--- src/rtl/q2a_req_shaper.sv ---
// Burst-command to level-request shaper feeding a 3-way priority arbiter (1>2>3).
// Optional per-channel wait timeout is enabled by defining Q2A_WAIT_TIMEOUT_EN.
module q2a_req_shaper #(
  parameter int LEN_W    = 4,
  parameter int MAX_WAIT = 64
) (
  input  logic             clk,
  input  logic             reset,
  input  logic [3:1]       req_pulse,
  input  logic [3*LEN_W-1:0] req_len,
  input  logic [3:1]       g,
  output logic [3:1]       r,
  output logic [3:1]       done,
  output logic [3:1]       ovf,
  output logic             proto_err,
  output logic [3:1]       timeout
);

  localparam logic [1:0] S_IDLE = 2'd0;
  localparam logic [1:0] S_WAIT = 2'd1;
  localparam logic [1:0] S_XFER = 2'd2;

  logic [3:1][1:0]       st_q, st_d;
  logic [3:1][LEN_W-1:0] cnt_q, cnt_d;
  logic [3:1]            r_q, r_d;
  logic [3:1]            done_q, done_d;
  logic [3:1]            ovf_q, ovf_d;
  logic [3:1]            tmo_q, tmo_d;
  logic                  perr_q, perr_d;
  logic [3:1]            beat;
  logic [3:1]            lag;
  logic [LEN_W-1:0]      len_f;

`ifdef Q2A_WAIT_TIMEOUT_EN
  localparam int WAIT_W = $clog2(MAX_WAIT + 1);
  logic [3:1][WAIT_W-1:0] wcnt_q, wcnt_d;
`else
  localparam int unused_max_wait = MAX_WAIT;
`endif

  assign beat = g & r_q;
  // r fell on the previous edge: the registered arbiter may still show g for one cycle
  assign lag  = done_q | tmo_q;

  always_comb begin
    st_d   = st_q;
    cnt_d  = cnt_q;
    r_d    = r_q;
    done_d = '0;
    ovf_d  = '0;
    tmo_d  = '0;
    perr_d = perr_q;
    len_f  = '0;
`ifdef Q2A_WAIT_TIMEOUT_EN
    wcnt_d = '0;
`endif
    if ((g & (g - 3'd1)) != 3'b000)
      perr_d = 1'b1;
    for (int i = 1; i <= 3; i++) begin
      len_f = req_len[i*LEN_W-1 -: LEN_W];
      if (g[i] && st_q[i] == S_IDLE && !lag[i])
        perr_d = 1'b1;
      case (st_q[i])
        S_IDLE: begin
          if (req_pulse[i]) begin
            if (lag[i]) begin
              ovf_d[i] = 1'b1;
            end else begin
              st_d[i]  = S_WAIT;
              cnt_d[i] = (len_f == '0) ? LEN_W'(1) : len_f;
              r_d[i]   = 1'b1;
            end
          end
        end
        S_WAIT, S_XFER: begin
          if (req_pulse[i])
            ovf_d[i] = 1'b1;
          if (beat[i]) begin
            if (cnt_q[i] == LEN_W'(1)) begin
              done_d[i] = 1'b1;
              r_d[i]    = 1'b0;
              st_d[i]   = S_IDLE;
              cnt_d[i]  = '0;
            end else begin
              cnt_d[i]  = cnt_q[i] - LEN_W'(1);
              st_d[i]   = S_XFER;
            end
          end else if (st_q[i] == S_XFER) begin
            st_d[i] = S_WAIT;
          end
`ifdef Q2A_WAIT_TIMEOUT_EN
          else if (wcnt_q[i] == WAIT_W'(MAX_WAIT - 1)) begin
            tmo_d[i] = 1'b1;
            r_d[i]   = 1'b0;
            st_d[i]  = S_IDLE;
            cnt_d[i] = '0;
          end else begin
            wcnt_d[i] = wcnt_q[i] + WAIT_W'(1);
          end
`endif
        end
        default: begin
          st_d[i] = S_IDLE;
          r_d[i]  = 1'b0;
        end
      endcase
    end
  end

  always_ff @(posedge clk or posedge reset) begin
    if (reset) begin
      st_q   <= '0;
      cnt_q  <= '0;
      r_q    <= '0;
      done_q <= '0;
      ovf_q  <= '0;
      tmo_q  <= '0;
      perr_q <= 1'b0;
    end else begin
      st_q   <= st_d;
      cnt_q  <= cnt_d;
      r_q    <= r_d;
      done_q <= done_d;
      ovf_q  <= ovf_d;
      tmo_q  <= tmo_d;
      perr_q <= perr_d;
    end
  end

`ifdef Q2A_WAIT_TIMEOUT_EN
  always_ff @(posedge clk or posedge reset) begin
    if (reset) wcnt_q <= '0;
    else       wcnt_q <= wcnt_d;
  end
  assign timeout = tmo_q;
`else
  assign timeout = 3'b000;
`endif

  assign r         = r_q;
  assign done      = done_q;
  assign ovf       = ovf_q;
  assign proto_err = perr_q;

endmodule

--- config.mk ---
export PLATFORM = sky130hd
export DESIGN_NAME = q2a_req_shaper
export DESIGN_NICKNAME = d
export VERILOG_FILES = /design/src/rtl/q2a_req_shaper.sv
export SDC_FILE = /design/constraint.sdc
export NUM_CORES = 1
export LEC_CHECK = 0
export BUFFER_PORTS_ARGS = -buffer_cell sky130_fd_sc_hd__buf_4
export CELL_PAD_IN_SITES_DETAIL_PLACEMENT = 0
export CELL_PAD_IN_SITES_GLOBAL_PLACEMENT = 1
export CORE_MARGIN = 2
export CORE_UTILIZATION = 30
export CTS_BUF_LIST = sky130_fd_sc_hd__clkbuf_4 sky130_fd_sc_hd__clkbuf_8
export DETAILED_ROUTE_END_ITERATION = 8
export PLACE_DENSITY_LB_ADDON = 0.1
export SLEW_MARGIN = 20
export SYNTH_ARGS = -nofsm -noshare
export SYNTH_HDL_FRONTEND = slang
export SYNTH_SLANG_ARGS = --single-unit
--- constraint.sdc ---
create_clock -name clk -period 2 [get_ports clk]
set_clock_uncertainty 0.1 [all_clocks]
set_input_delay 0 -clock clk [delete_from_list [all_inputs] [get_ports clk]]
set_output_delay 0 -clock clk [all_outputs]
set_load 0.05 [all_outputs]
Yosys cells after proc, flatten, opt, wreduce, memory -nomap -nowiden --
Cells that the tools add are included.
Operators by class: muxes and demuxes 76, $add $sub $neg 4, equality and inequality tests 24, reduce and logical (&&, ||, !) cells 32, bitwise logic cells 2
Operators by type and width (number):
- two-way mux 4 bit | 15
- two-way mux 1 bit | 34
- two-way mux 2 bit | 15
- != test 2 bit, second input constant | 12
- one-hot mux 4 bit (2 select lines) | 3
- AND reduction 4 bit | 6
- equality test 4 x 1 -> 1 bit, second input constant | 3
- zero test 4 bit | 3
- one-hot mux 1 bit (2 select lines) | 6
- one-hot mux 2 bit (2 select lines) | 3
- subtractor 4 x 1 -> 4 bit, second input constant | 3
- != test 3 bit, second input constant | 3
- AND reduction 3 bit | 3
- AND 3 bit | 2
- equality test 2 x 1 -> 1 bit, second input constant | 3
- equality test 2 bit, second input constant | 3
- logical AND 1 bit | 6
- zero test 2 bit | 3
- nonzero test 2 bit | 3
- OR reduction 2 bit | 3
- nonzero test 4 bit | 1
- zero test 1 bit | 3
- nonzero test 3 bit | 1
- subtractor 3 x 1 -> 3 bit, second input constant | 1
Word-level totals: output and inout port bits 13, input bits 20, flip-flop bits (word level) 28, logic and storage cells 150

Logic depth before layout (Yosys ltp) --
Gate-level depths: netlist of the first run.
depth after elaboration 7, depth in mapped cells 7, gate-level depth less buffers 6

Worst setup path before layout of the first run --
Ideal clock, no wire load.
path type register to register, start point reg st_q[4] (netlist bit), end point reg st_q[4] (netlist bit), slack 0.220 ns, period minus slack after synthesis 1.780 ns, buffers on the path 1, setup time 0.122 ns, arrival time 1.559 ns, data required time 1.778 ns, stages on the path, launching flop included 7, cell sequence dfrtp_1 -> inv_1 -> ha_1 -> buf_4 -> a21bo_4 -> mux2_4 -> a32o_1
Between the ends: longest elaborated chain between the ends 4, elaborated cells between the ends (all ways) 9, classes of those cells 5 x eq/ne; 1 x mux; 3 x reduce/logical
Ends and longest elaborated chain:
- from (decl) | RTL line 23 | logic [3:1][1:0] st_q, st_d;
- from (signal assigned) | RTL line 120 | st_q <= st_d;
- equality test 2 bit / equality test 2 x 1 -> 1 bit (equally long branches) | RTL line 63, 88
- OR reduction 2 bit | RTL line 63 | case (st_q[i])
- != test 3 bit (no line)
- AND reduction 3 bit (no line)
Several ways; a longest one is shown, not always the timed one. A chain may end at the register's enable or synchronous reset.

Final worst setup path of the first run --
start point reg st_q[2] (netlist bit), end point reg st_q[2] (netlist bit)
The elaborated chain is that of the path after synthesis.

==> results.yml, run 1 <==
synth:
  synthArstFlopShare: 1.00
  synthMuxAreaShare: 0.0787
  synth_fa_ha_area_frac: 0.104
  synthCells: 188
  synth.distinct_cells: 44
  synth_compound_gate_area_share: 0.208
  yosysSeqAreaShare: 0.386
  synth_top_family_by_area: "compound AO/OA/AOI/OAI gates"
  avgSynthCellArea_sq_um: 9.64
  synth-edff-count: 0
  ys.flop_type: "dfrtp_1"
  yosys_warnings: 0
  yosys_register_bits: 28
  synth_area_sq_um: 1810
  synth_xor_area_frac: 0
  synthSimpleGateAreaFrac: 0.154
setup_path:
  required_ns: 2.07
  startpoint_type: "flip-flop"
  arrival_ns: 1.92
  crit_fanout: 3
  worstPathCellList: "inv_1 -> ha_1 -> a21bo_2 -> mux2_2 -> a32o_1"
  crit_type: "reg -> reg"
  slowest_delay_ns: 0.39
  cp-end-kind: "flip-flop"
  slowest_stage: "dfrtp_1"
final_layout:
  layout-drive-gt1-share: 0.218
  final_cells: 309
  final_cell_mix: "buf_4, dfrtp_1, inv_1, o21ai_0, ha_1"
  area_growth_pct: 27.3
  final_core_util: 0.392
  n_antenna_cell: 0
  multi_input_area_sq_um: 998
  seq_area_sq_um: 701
  finalNetCount: 270
  final_common_cell: "buf_4"
  fillers: 607
drt:
  wl_per_cell_um: 12.4
  wl_um: 3840
  num_vias: 1470
  avgViaCountPerCell: 4.76
  drt_iter0_markers: 35
  drt_first_pass_iters: 4
  ant_nets: 0
  drc: 0
timing:
  period_needed_ns: 1.84
  max_clock_freq_mhz: 542
  maxSlewViolCount: 0
  setup_viol: 0
  fin_crit_sh: 0.922
  timing.hold.ws_ns: 0.0109
  rsz0062_at_grt: "false"
  fin_setup_tns_ns: 0
  hold_violations: 0
die:
  start_util: 0.308
  die_area_sq_um: 6680
  ios: 33
  die_w_um: 81.7
  core_region_area_sq_um: 5890
  rows: 28
  die-height_um: 81.7
pwr:
  power_mw: 3.43
  peakVddDrop_v: 0.000498
  powerDensity_nw_per_um2: 1490
  leakagePower_nw: 1.08
placement:
  portBuffers: 29
  placed_cells: 292
  gp_congestion: 0.785
  detailed_place_hpwl_um: 2950
min_path:
  min_path_type: "in -> reg"
clock_tree:
  clk_pin_slew_ns: 0.10
  cts_root_buf: "clkbuf_8"
  clockBufferDepth: 2
  clock_sink_count: 28
  cts_resized: 0
  cts_tree: "done"
  cts_setup_buffers: 0
  clkLatencyLatePin_ns: 0.27
  ctsHoldBuffers: 13
  cts_buffers: 3
  htree_levels: 1
flow_run:
  cap_violations: 0
grt:
  grt_pass1_vias: 1480
  track_usage: 0.123
  grt_start_max_net_pins: 29
  grt_pass1_wl_um: 6470
  gr-total-overflow: 0
  antenna_found_initial: 0
outcome:
  status: "completed"
==> routing by layer <==
metal	share of wire	up-vias	global-route usage
met1	0.47	694	0.150
met5	0	-	0
li1	-	753	-
met2	0.50	21	0.223
met3	0.028	2	0.0176
met4	0.0055	0	0.0400
==> cell families (layout without fill, tap and decap cells) <==
group | Yosys count | in the layout
AO/OA/AOI/OAI | 51 | 51
adder cells (fa/ha/maj) | 15 | 15
buffers and inverters | 28 | 72
flip-flops | 28 | 28
multiplexers | 13 | 13
other | 1 | 3
AND/OR/NAND/NOR | 52 | 52
==> Yosys cell counts, types with 2 or more instances <==
master,number,area (sq um)
nor3_1,7,35.0
a32o_1,2,20.0
nand2_1,13,48.8
a211oi_1,2,15.0
nand3_1,4,20.0
nand2b_1,3,18.8
nor2b_1,5,31.3
a21bo_2,2,20.0
buf_4,4,30.0
ha_1,15,188
nor2_1,10,37.5
mux2_2,6,67.6
o2bb2ai_1,2,17.5
a21oi_1,7,35.0
mux2i_1,6,60.1
nor3b_1,4,30.0
nand2b_4,2,27.5
o41ai_1,3,26.3
dfrtp_1,28,701
inv_1,22,82.6
o221ai_1,2,17.5
o21ai_0,16,80.1
a21o_1,2,15.0
==> state kept, by name (all words and copies together), names as in the netlist <==
register	flops
cnt_q	12
st_q	6
done	3
ovf	3
r	3
proto_err	1
==> final timing paths <==
kind | slack, ns | start | cells past startpoint | endpoint
max | 0.16 | st_q[2] | 5 | st_q[2]
min | 0.01 | req_len[5] | 5 | cnt_q[5]
max reg2reg | 0.16 | st_q[2] | 5 | st_q[2]
min reg2reg | 0.41 | proto_err | 2 | proto_err
max in group asynchronous | 1.28 | reset | 4 | done[1]
min in group asynchronous | 0.25 | reset | 4 | cnt_q[11]
==> report_power, final <==
group | switching (mW) | internal [mW]
sequential | 0.207 | 0.803
combinational | 1.13 | 0.937
clock | 0.178 | 0.176
total | 1.51 | 1.92
==> stage by stage <==
stage,area [sq um],worst slack [ns]
floorplan,1820,0.220
global placement,2120,0.237
detailed placement,2120,0.166
CTS,2310,0.153
global route,2310,0.0531
finish,2310,0.156
==> critical path: cells and delay by family (launching register included) <==
kind / cells / cell delay, ns
compound gates: 2 / 0.49
flops: 1 / 0.39
fa+ha+maj: 1 / 0.35
mux: 1 / 0.33
buf+inv: 1 / 0.08
==> final cells by class <==
type,instances,share of cell area
Multi-Input combinational cell,134,0.433
Sequential cell,28,0.304
Timing Repair Buffer,46,0.164
Tap cell,75,0.0407
Inverter,22,0.0358
Clock buffer,4,0.0238
(Power assumes the default switching activity.)
==> run 2, diff against run 1 <==
--- a/config.mk
+++ b/config.mk
@@ -8,7 +8,7 @@
 export BUFFER_PORTS_ARGS = -buffer_cell sky130_fd_sc_hd__buf_4
 export CELL_PAD_IN_SITES_DETAIL_PLACEMENT = 0
 export CELL_PAD_IN_SITES_GLOBAL_PLACEMENT = 1
-export CORE_MARGIN = 2
+export CORE_MARGIN = 4
 export CORE_UTILIZATION = 30
 export CTS_BUF_LIST = sky130_fd_sc_hd__clkbuf_4 sky130_fd_sc_hd__clkbuf_8
 export DETAILED_ROUTE_END_ITERATION = 8
==> run 2 against run 1 <==
Sequential power hardly changed. Sequential share of layout area increased by 0.13 points. Die area up 10%. Critical path depth is the same. First-iteration DRC count fell by 20%. Largest cell class unchanged. Highest routed layer unchanged.
==> results.yml, run 2 (synthesis gave the netlist of run 1 again) <==
grt:
  grt_pass1_wl_um: 6590
  grt_start_max_net_pins: 29
  track_usage: 0.109
  antenna_found_initial: 0
  gr-total-overflow: 0
  grt_pass1_vias: 1492
timing:
  fin_crit_sh: 0.919
  rsz0062_at_grt: "false"
  max_clock_freq_mhz: 544
  hold_violations: 0
  timing.hold.ws_ns: 0.00440
  maxSlewViolCount: 0
  period_needed_ns: 1.84
  setup_viol: 0
  fin_setup_tns_ns: 0
placement:
  placed_cells: 292
  gp_congestion: 0.775
  portBuffers: 29
  detailed_place_hpwl_um: 3030
final_layout:
  largest_registers: "cnt_q x12, st_q x6"
  final_cell_mix: "buf_4, dfrtp_1, inv_1, o21ai_0, ha_1"
  multi_input_area_sq_um: 998
  final_common_cell: "buf_4"
  largest_register_ff_count: 12
  seq_area_sq_um: 701
  area_growth_pct: 26.8
  final_core_util: 0.391
  final_cells: 308
  finalNetCount: 269
  n_antenna_cell: 0
  regMostFlops: "cnt_q"
  layout-drive-gt1-share: 0.219
  fillers: 607
pwr:
  power_mw: 3.44
  powerDensity_nw_per_um2: 1500
  p_seq_frac: 0.296
  switching_power_mw: 1.52
  leakagePower_nw: 1.07
  peakVddDrop_v: 0.000458
  swShare: 0.443
  pwr-share-clk: 0.104
  p_comb_frac: 0.600
  p_int_mw: 1.92
clock_tree:
  clockBufferDepth: 2
  cts_buffers: 3
  clkLatencyLatePin_ns: 0.27
  cts_tree: "done"
  htree_levels: 1
  clk_pin_slew_ns: 0.10
  cts_root_buf: "clkbuf_8"
  clock_sink_count: 28
drt:
  wl_um: 3920
  ant_nets: 0
  num_vias: 1485
  drc: 0
  drt_first_pass_iters: 4
  avgViaCountPerCell: 4.82
  wl_per_cell_um: 12.7
  drt_iter0_markers: 28
die:
  start_util: 0.308
  core_region_area_sq_um: 5890
  die_w_um: 85.7
  die_area_sq_um: 7350
  rows: 28
  die-height_um: 85.7
  ios: 33
flow_run:
  cap_violations: 0
setup_path:
  cp-end-kind: "flip-flop"
  crit_type: "reg -> reg"
  arrival_ns: 1.91
  required_ns: 2.07
  crit_fanout: 3
  startpoint_type: "flip-flop"
outcome:
  status: "completed"
min_path:
  min_path_type: "in -> reg"
run 2: cell count changes in the layout (fill, tap and decap cells not counted):
cell           before  now
dlygate4sd3_1      13   12
run 2: metal layers:
layer,vias up,global-route usage,wire length [um],share of wire
met4,0,0.0302,25,0.0064
met1,711,0.135,1800,0.46
met5,-,0,0,0
li1,750,-,-,-
met2,22,0.198,1960,0.50
met3,2,0.0163,138,0.035
run 2: path summary, 6_finish.rpt:
path | start | end | slack (ns) | cells after the start
setup / recovery | st_q[2] | st_q[2] | 0.16 | 5
hold / removal | req_len[8] | cnt_q[8] | 0.004 | 4
setup reg to reg | st_q[2] | st_q[2] | 0.16 | 5
hold reg to reg | cnt_q[6] | done[2] | 0.42 | 1
max in group asynchronous | reset | r[2] | 1.30 | 4
min in group asynchronous | reset | cnt_q[11] | 0.24 | 4
run 2: stage by stage:
stage | cell area [sq um] | setup WS, ns
floorplan | 1820 | 0.220
global placement | 2120 | 0.239
detailed placement | 2120 | 0.173
CTS | 2300 | 0.153
global route | 2300 | 0.0263
finish | 2300 | 0.162
run 2: worst max-delay path, cell delays in order, from the launching register on:
cell and delay (ns):
dfrtp_1 0.38, inv_1 0.08, ha_1 0.35, a21bo_2 0.24, mux2_2 0.34, a32o_1 0.26
run 2: repair_timing:
action	in CTS	in global routing
gates resized for setup	0	0
hold endpoints to repair	43	0
setup endpoints to repair	0	0
setup buffers	0	0
hold buffers	12	0
run 2: cell type report:
| type | instances | share of cell area |
|---|---|---|
| multi-input cells | 134 | 0.434 |
| flip-flops and latches | 28 | 0.305 |
| repair buffers | 45 | 0.160 |
| well taps | 75 | 0.0408 |
| inverters | 22 | 0.0359 |
| clock buffers | 4 | 0.0240 |
run 2: power groups by stage:
stage | logic (mW) | clock network [mW] | registers, mW
final | 2.06 | 0.358 | 1.02
after CTS | 2.09 | 0.374 | 1.02
after detailed placement | 2.06 | 0 | 1.03
after global placement | 2.02 | 0 | 1.02
after floorplan | 1.42 | 0 | 1.17
after global routing | 2.32 | 0.394 | 1.05
==> run 3, diff against run 2 <==
--- a/config.mk
+++ b/config.mk
@@ -5,12 +5,14 @@
 export SDC_FILE = /design/constraint.sdc
 export NUM_CORES = 1
 export LEC_CHECK = 0
+export ABC_AREA = 1
 export BUFFER_PORTS_ARGS = -buffer_cell sky130_fd_sc_hd__buf_4
 export CELL_PAD_IN_SITES_DETAIL_PLACEMENT = 0
 export CELL_PAD_IN_SITES_GLOBAL_PLACEMENT = 1
 export CORE_MARGIN = 4
 export CORE_UTILIZATION = 30
 export CTS_BUF_LIST = sky130_fd_sc_hd__clkbuf_4 sky130_fd_sc_hd__clkbuf_8
+export CTS_CLUSTER_SIZE = 28
 export DETAILED_ROUTE_END_ITERATION = 8
 export PLACE_DENSITY_LB_ADDON = 0.1
 export SLEW_MARGIN = 20
==> run 3 against run 2 <==
Worst hold slack better by 0.0095 ns. Synthesized area is 3.2% higher. Die area is 2.9% higher. Clock power hardly changed. Critical path type unchanged. Critical endpoint is now proto_err. Largest power group unchanged.
==> results.yml, run 3 <==
setup_path:
  required_ns: 2.12
  crit_fanout: 3
  r2r_cells: 7
  r2r_slack_ns: 0.26
  r2r-start: "st_q[2]"
  arrival_ns: 1.86
  cp-end-kind: "flip-flop"
  crit_start: "st_q[2]"
  crit_type: "reg -> reg"
  startpoint_type: "flip-flop"
final_layout:
  seq_area_sq_um: 701
  area_growth_pct: 26.7
  regMostFlops: "cnt_q"
  finalNetCount: 339
  largest_register_ff_count: 12
  final_cell_area_sq_um: 2370
  n_antenna_cell: 0
  largest_registers: "cnt_q x12, st_q x6"
  final_cell_mix: "nand2_1, inv_1, buf_4, dfrtp_1, o21ai_0"
  layout-drive-gt1-share: 0.172
  fillers: 645
  multi_input_area_sq_um: 995
  final_core_util: 0.396
  final_common_cell: "nand2_1"
grt:
  grt_pass1_vias: 1638
  gr-total-overflow: 0
  antenna_found_initial: 0
  grt_start_max_net_pins: 29
  track_usage: 0.118
  grt_pass1_wl_um: 7180
die:
  core_region_area_sq_um: 5990
  die_area_sq_um: 7570
  rows: 28
  die-height_um: 87.0
  die_w_um: 87.0
  ios: 33
  start_util: 0.312
drt:
  avgViaCountPerCell: 4.35
  ant_nets: 0
  num_vias: 1643
  drt_first_pass_iters: 4
  wl_um: 4160
  wl_per_cell_um: 11.0
  drt_iter0_markers: 40
  drc: 0
min_path:
  min_from: "req_len[4]"
  whs_path_depth: 7
  min_path_type: "in -> reg"
placement:
  gp_congestion: 0.735
  portBuffers: 29
  dpl-instance-area_sq_um: 2180
  detailed_place_hpwl_um: 3300
synth:
  synthCells: 256
  synthArstFlopShare: 1.00
  yosys.area.top_type_share: 0.374
  synth.largest_area_cell: "dfrtp_1"
  synth.area.top_cells: "dfrtp_1, nand2_1, ha_1"
  yosysSeqAreaShare: 0.374
  yosys.cell_count.top_type: "nand2_1"
  yosys_register_bits: 28
  avgSynthCellArea_sq_um: 7.31
  yosys-top-cells-count: "nand2_1, inv_1, dfrtp_1"
  synth-edff-count: 0
  synth_area_sq_um: 1870
  ys.flop_type: "dfrtp_1"
  synth.distinct_cells: 20
  yosys_warnings: 0
clock_tree:
  cts_tree: "done"
  cts_buffers: 3
  cts_resized: 0
  clock_sink_count: 28
  clockBufferDepth: 2
  clk_pin_slew_ns: 0.10
  htree_levels: 1
  cts_root_buf: "clkbuf_8"
  clkLatencyLatePin_ns: 0.27
timing:
  max_clock_freq_mhz: 574
  timing.hold.ws_ns: 0.0139
  rsz0062_at_grt: "false"
  period_needed_ns: 1.74
  fin_setup_tns_ns: 0
  setup_viol: 0
  maxSlewViolCount: 0
  hold_violations: 0
  fin_crit_sh: 0.870
pwr:
  powerDensity_nw_per_um2: 1550
  peakVddDrop_v: 0.000558
  leakagePower_nw: 1.27
outcome:
  status: "completed"
flow_run:
  cap_violations: 0
run 3: path summary, 6_finish.rpt:
check | end
min reg2reg | proto_err
max in group asynchronous | done[2]
min in group asynchronous | cnt_q[11]
min | cnt_q[4]
max | proto_err
max reg2reg | proto_err
run 3: power by group:
part / switching (mW) / internal [mW] / total (mW)
Combinational: 1.49 / 0.814 / 2.30
Sequential: 0.198 / 0.813 / 1.01
Clock: 0.179 / 0.176 / 0.355
Total: 1.86 / 1.80 / 3.67
run 3: repair_timing:
item	4_1_cts	5_1_grt
endpoints found under the setup margin	0	0
endpoints found under the hold margin	41	0
hold buffers	14	0
buffers inserted	0	0
run 3: per-stage QoR:
stage | power, mW | worst slack [ns] | std cells
after CTS | 3.73 | 0.243 | 378
after detailed placement | 3.32 | 0.493 | 360
after global routing | 4.10 | 0.0916 | 378
after global placement | 3.36 | 0.489 | 360
after floorplan | 2.79 | 0.609 | 258
final | 3.67 | 0.259 | 378
run 3: layout make-up:
cell class / instances / share of cell area
multi-input combinational: 184 / 0.420
sequential: 28 / 0.296
timing repair buffer: 44 / 0.154
inverter: 43 / 0.0681
tap: 75 / 0.0396
clock buffer: 4 / 0.0232
run 3: per-layer routing:
| metal | share of wire | global-route usage | vias to the layer above |
|---|---|---|---|
| li1 | - | - | 876 |
| met1 | 0.50 | 0.159 | 744 |
| met2 | 0.46 | 0.195 | 21 |
| met3 | 0.039 | 0.0255 | 2 |
| met4 | 0.0048 | 0.0227 | 0 |
| met5 | 0 | 0 | - |
run 3: critical path, cell delays in order, from the launching register on:
cell,delay [ns]
dfrtp_1,0.41
inv_1,0.08
ha_1,0.19
inv_1,0.08
o21ai_0,0.14
nand2_1,0.06
dlygate4sd3_1,0.55
nand3_1,0.08
run 3: kinds of logic (layout without fill, tap and decap cells):
kind of cell | after synthesis | after routing | share of synthesized area
flops | 28 | 28 | 0.374
xor+xnor | 3 | 3 | 0.0140
fa+ha+maj | 15 | 15 | 0.100
compound gates | 38 | 38 | 0.110
other cells | 1 | 3 | 0.00200
simple gates | 125 | 125 | 0.301
buf+inv | 46 | 91 | 0.0983
